## src/rtl/cnn_pkg.sv

```systemverilog
// Shared CNN accelerator definitions: DRAM bus widths and arbiter state encoding.
package cnn_pkg;

    localparam int unsigned DRAM_ADDR_W = 10;
    localparam int unsigned DRAM_DATA_W = 64;

    typedef enum logic [1:0] {
        IDLE = 2'd0,
        RD   = 2'd1,
        WR   = 2'd2
    } arbState_t;

    typedef struct packed {
        logic                   we;
        logic [DRAM_ADDR_W-1:0] addr;
        logic [DRAM_DATA_W-1:0] data;
    } dramCmd_t;

endpackage

```

## src/rtl/dram_arbiter.sv

```systemverilog
// Two-requester DRAM arbiter (ifmap reads vs. pooled-result writes) with registered commands.
// Conflicts go to the write requester unless DRAM_ARB_RR_EN selects round-robin.
module dram_arbiter
    import cnn_pkg::*;
(
    input  logic                   clk,
    input  logic                   rst,
    input  logic                   rdReq,
    input  logic [DRAM_ADDR_W-1:0] rdAddr,
    input  logic                   wrReq,
    input  logic [DRAM_ADDR_W-1:0] wrAddr,
    input  logic [DRAM_DATA_W-1:0] wrData,
    input  logic [DRAM_DATA_W-1:0] dramRdata,
    output logic                   rdGnt,
    output logic                   wrGnt,
    output logic                   rdValid,
    output logic [DRAM_DATA_W-1:0] rdData,
    output logic                   DRAMen,
    output logic                   DRAMwe,
    output logic [DRAM_ADDR_W-1:0] DRAMaddr,
    output logic [DRAM_DATA_W-1:0] DRAMwdata
);

    arbState_t state;
    logic      armed;
    logic      rdElig;
    logic      wrElig;
    logic      pickRd;
    logic      pickWr;
    dramCmd_t  nextCmd;

`ifdef DRAM_ARB_RR_EN
    logic      rrPrefWr;
`endif

    assign rdData = dramRdata;

    // The current state doubles as the eligibility mask: a requester whose command is
    // on the bus this cycle cannot win again at the next edge.
    always_comb begin
        rdElig = armed && rdReq && (state != RD);
        wrElig = armed && wrReq && (state != WR);
        pickRd = 1'b0;
        pickWr = 1'b0;
        if (rdElig && wrElig) begin
`ifdef DRAM_ARB_RR_EN
            pickWr = rrPrefWr;
            pickRd = ~rrPrefWr;
`else
            pickWr = 1'b1;
`endif
        end else begin
            pickRd = rdElig;
            pickWr = wrElig;
        end
    end

    always_comb begin
        nextCmd = '0;
        if (pickWr) begin
            nextCmd.we   = 1'b1;
            nextCmd.addr = wrAddr;
            nextCmd.data = wrData;
        end else if (pickRd) begin
            nextCmd.addr = rdAddr;
        end
    end

    always_ff @(posedge clk or posedge rst) begin
        if (rst) begin
            state     <= IDLE;
            armed     <= 1'b0;
            rdGnt     <= 1'b0;
            wrGnt     <= 1'b0;
            rdValid   <= 1'b0;
            DRAMen    <= 1'b0;
            DRAMwe    <= 1'b0;
            DRAMaddr  <= '0;
            DRAMwdata <= '0;
`ifdef DRAM_ARB_RR_EN
            rrPrefWr  <= 1'b0;
`endif
        end else begin
            // One dead edge after reset release keeps the first grant off the first edge.
            armed     <= 1'b1;
            rdValid   <= (state == RD);
            rdGnt     <= pickRd;
            wrGnt     <= pickWr;
            DRAMen    <= pickRd | pickWr;
            DRAMwe    <= nextCmd.we;
            DRAMaddr  <= nextCmd.addr;
            DRAMwdata <= nextCmd.data;
            if (pickWr) begin
                state <= WR;
            end else if (pickRd) begin
                state <= RD;
            end else begin
                state <= IDLE;
            end
`ifdef DRAM_ARB_RR_EN
            if (pickRd) begin
                rrPrefWr <= 1'b1;
            end else if (pickWr) begin
                rrPrefWr <= 1'b0;
            end
`endif
        end
    end

endmodule

```

## config.mk

```make
export PLATFORM = sky130hd
export DESIGN_NAME = dram_arbiter
export DESIGN_NICKNAME = d
export VERILOG_FILES = /design/src/rtl/cnn_pkg.sv /design/src/rtl/dram_arbiter.sv
export SDC_FILE = /design/constraint.sdc
export NUM_CORES = 1
export LEC_CHECK = 0
export CORE_AREA = 2 2 116 118
export DETAILED_ROUTE_END_ITERATION = 8
export DIE_AREA = 0 0 118 120
export DONT_BUFFER_PORTS = 1
export PLACE_DENSITY_LB_ADDON = 0.25
export SYNTH_ARGS = -nofsm -noshare
export SYNTH_HDL_FRONTEND = slang
export SYNTH_SLANG_ARGS = --single-unit
```

## constraint.sdc

```tcl
create_clock -name clk -period 6 [get_ports clk]
set_clock_uncertainty 0.05 [all_clocks]
set_input_delay 1.5 -clock clk [delete_from_list [all_inputs] [get_ports clk]]
set_output_delay 1.5 -clock clk [all_outputs]
set_load 0.01 [all_outputs]
```

# == Yosys cells after proc, flatten, opt, wreduce, memory -nomap -nowiden ==
# Cells that the tools add are included.
# word_totals
wordCells,26
out_inout_bits,143
inputBits,152
reg_bits,82
# op_classes
reduce_logical,5
n_bitwise,1
n_eq_ne,3
mux,8
# op_table
op,n
2-to-1 mux 64 bit,1
2-to-1 mux 10 bit,2
logical AND 1 bit,5
2-to-1 mux 1 bit,4
equality test 2 x 1 -> 1 bit (second input constant),1
2-to-1 mux 2 bit,1
!= test 2 x 1 -> 1 bit (second input constant),1
!= test 2 bit (second input constant),1
bitwise OR 1 bit,1

# == Longest topological paths before layout ==
# depth
depth_word,6
mapped_depth,5
depth_no_buf,3

# == Least setup slack after synthesis ==
# Ideal clock, no wire load.
# synth_timing
kind,input-to-output
start,in dramRdata[0]
end,out rdData[0]
n_path_buf,1
required_ns,4.450
t_arrival_ns,1.619
setup_slack_ns,2.831
stages,1
path_cell_list,buf_4
# synth_rtl
element,line_no,rtl
from (decl),dram_arbiter.sv:13,"input logic [DRAM_DATA_W-1:0] dramRdata,"
to (decl),dram_arbiter.sv:17,"output logic [DRAM_DATA_W-1:0] rdData,"
# No word-level cell between the ends.

# == Worst setup path after layout ==
# layout_timing
start,in dramRdata[2]
end,out rdData[2]
# No word-level cell between the ends.

==> key figures <==
Timing
  – Slew @ Worst Pin: 736.6 ps
  – Min Tclk post-route: 3052 ps
  – Sum of negative setup slack: 0 ps
  – Max Slew Vio Count: 0
  – Final worst slack: 2948 ps
  – Unrepaired setup endpoints after global routing: false
  – Endpoints failing setup: 0
  – Period utilization: 50.86%
  – Max_slew headroom: 50.89%
  – Fmax: 327.7 MHz
  – Final Hold Viols: 0

Setup path
  – CP arrival: 1500 ps
  – CP Depth: 0
  – Req. time, crit path: 4450 ps
  – Reg2reg setup slack: 4050 ps
  – Critical path endpoint: rdData[2]
  – CP max FO: 1
  – Reg2reg path depth: 3
  – Setup crit start: dramRdata[2]
  – Worst Path Class, Setup: in -> out
  – Worst reg2reg endpoint: DRAMaddr[1]$_DFF_PP0_
  – Crit path launch type: input pin
  – Setup crit end kind: output port
  – R2R Path Start: DRAMwe$_DFF_PP0_

Die
  – Die Area: 14,160 µm²
  – Die width: 118 µm
  – DIE HEIGHT: 120 µm
  – FP Rows: 42
  – IO Pins: 295
  – Initial core utilization: 24.10%
  – Core box area: 12,980 µm²

Clock network
  – Clock Latency Late Sink: 330 ps
  – TritonCTS buffer count: 9
  – Root buffer cell: clkbuf_16
  – Hold_buf cts: 0
  – Clk sink count: 80
  – Worst-path clk slew: 60 ps
  – Cts repair resizes: 0
  – CTS max path bufs: 2
  – H-tree Lvls: 3
  – CTS tree: yes
  – # Post-CTS Setup Buffers: 0

Global route
  – Initial antenna violation count: 0
  – Total grt overflow: 0
  – Global-route wire length before repair: 10.94 mm
  – Largest net degree at the start of global routing: 59
  – Vias in the first global route: 1,459
  – GR Util All Layers: 11.16%

Drt
  – Initial drt markers: 61
  – WL final: 8.131 mm
  – Via count: 1,374
  – Drt via density: 3.817
  – Residual DRC count: 0
  – Post-route ant nets: 0
  – Avg WL per Cell: 22.59 µm
  – Total iterations of the first detailed-routing run: 4

Layout
  – Final net count: 331
  – Layout cell share with drive strength beyond 1: 11.96%
  – Inserted Diodes: 0
  – Post-route cell area: 3109 µm²
  – Post-route insts no fill: 360
  – Area Overhead vs Synth: -0.6001%

Pwr
  – Pwr dens: 377.7 nW/µm²
  – Worst VDD drop: 0.1152 mV
  – Leak: 1.484 nW

Yosys
  – Cell variety after synth: 16
  – Simple-gate portion of the synthesized area: 13.36%
  – Synth Instances: 240
  – Seq/Total Area, Yosys: 64.00%
  – Synth area leaders: dfrtp_1 64%, buf_4 16%, and2_1 13%
  – Number of synthesized flops with an enable pin: 0
  – Post-synthesis compound-gate area fraction: 4.080%
  – Count leader, synth: dfrtp_1
  – Cell taking the most area after synthesis: dfrtp_1
  – FF+latch count, synth: 80
  – Ys Warns: 0
  – Post-synth top area share: 64.00%
  – Cell Area, Synth: 3128 µm²
  – Avg Cell Area, Syn: 13.03 µm²
  – Async SR Flop Fraction: 100.0%
  – Synth top cells by count: 80 x dfrtp_1, 65 x buf_4, 64 x and2_1
  – Mux contribution to synthesized area: 0%
  – Synth Area in XOR/XNOR: 0%
  – Largest family of logic cells by synthesized area: buffers and inverters
  – Adder-Cell Fraction of Synth Area: 0%
  – Most used DFF post-synth: dfrtp_1
  – Syn Nets: 392

Outcome
  – Outcome: completed

Place
  – Place WS: 2948 ps
  – Post-DP HPWL: 6.451 mm
  – IO buf count: 0
  – RePlAce Congestion: 0.6517
  – Inst Count DP: 344
  – Cell Area, Placed: 2803 µm²

Run
  – Max cap viols: 0

Min path
  – Hold Path Class: reg -> reg
## how the worst min path moves through the flow
stage / from / to / slack (ps) / depth (start not counted)
after global placement: state[0]$_DFF_PP0_ / state[0]$_DFF_PP0_ / 540 / 2
final: armed$_DFF_PP0_ / state[0]$_DFF_PP0_ / 540 / 2
after detailed placement: armed$_DFF_PP0_ / state[0]$_DFF_PP0_ / 540 / 2
after global routing: armed$_DFF_PP0_ / state[0]$_DFF_PP0_ / 560 / 2
after CTS: armed$_DFF_PP0_ / state[0]$_DFF_PP0_ / 550 / 2
after floorplan: state[0]$_DFF_PP0_ / rdValid$_DFF_PP0_ / 480 / 2
## cells in the final DEF (no fill, tap or decap)
cell type	netlist	layout
dfrtp_1	80	80
and2_1	64	64
a22o_1	10	10
clkbuf_16	0	9
nand2_1	2	2
clkinv_2	0	2
clkinvlp_4	0	2
buf_4	65	2
inv_1	2	1
nor2_1	1	1
a21oi_4	0	1
a21bo_2	1	1
or2_1	1	1
a21oi_2	2	1
a21oi_1	1	1
o21bai_1	1	1
conb_1	1	1
bufinv_16	0	1
inv_6	0	1
clkbuf_8	0	1
clkinv_4	0	1
## registers in the layout (all words and copies together), names as in the netlist
register   count
DRAMaddr      10
rdValid        1
rdGnt          1
DRAMwdata     64
DRAMwe         1
DRAMen         1
state          1
armed          1
## cell families after synthesis
| group | count (synthesis) |
|---|---|
| compound gates | 15 |
| buf+inv | 76 |
| flops | 80 |
| other cells | 1 |
| simple gates | 68 |
## routing by layer
metal | share of wire (%) | up-vias | track usage (%)
li1 | - | 553 | -
met1 | 25 | 667 | 8.371
met2 | 56 | 131 | 20.09
met3 | 15 | 23 | 8.270
met4 | 3.2 | 0 | 6.476
met5 | 0 | - | 0
## final cells by class
type	count	area, µm²
Timing Repair Buffer	2	15.01
Multi-Input combinational cell	84	556.8
Fill cell	1371	9871
Clock inverter	6	67.56
Tap cell	176	220.2
Inverter	2	8.758
Clock buffer	10	239.0
Sequential cell	80	2002
## stage by stage
stage               hold slack [ps]  util (%)  total power (W)
floorplan                     483.6         -        0.0006724
global placement              536.0     21.59        0.0006404
detailed placement            537.8     21.59        0.0006418
CTS                           550.9     23.95         0.001203
global route                  563.3     23.95         0.001233
finish                        540.9     23.95         0.001174
## power breakdown
| group | internal [W] | switching [W] | total [W] |
|---|---|---|---|
| sequential | 0.000563 | 0.0000245 | 0.000588 |
| clock | 0.000335 | 0.000212 | 0.000546 |
| combinational | 0.0000144 | 0.0000262 | 0.0000406 |
Note: power is estimated with default switching activity, not from simulation.
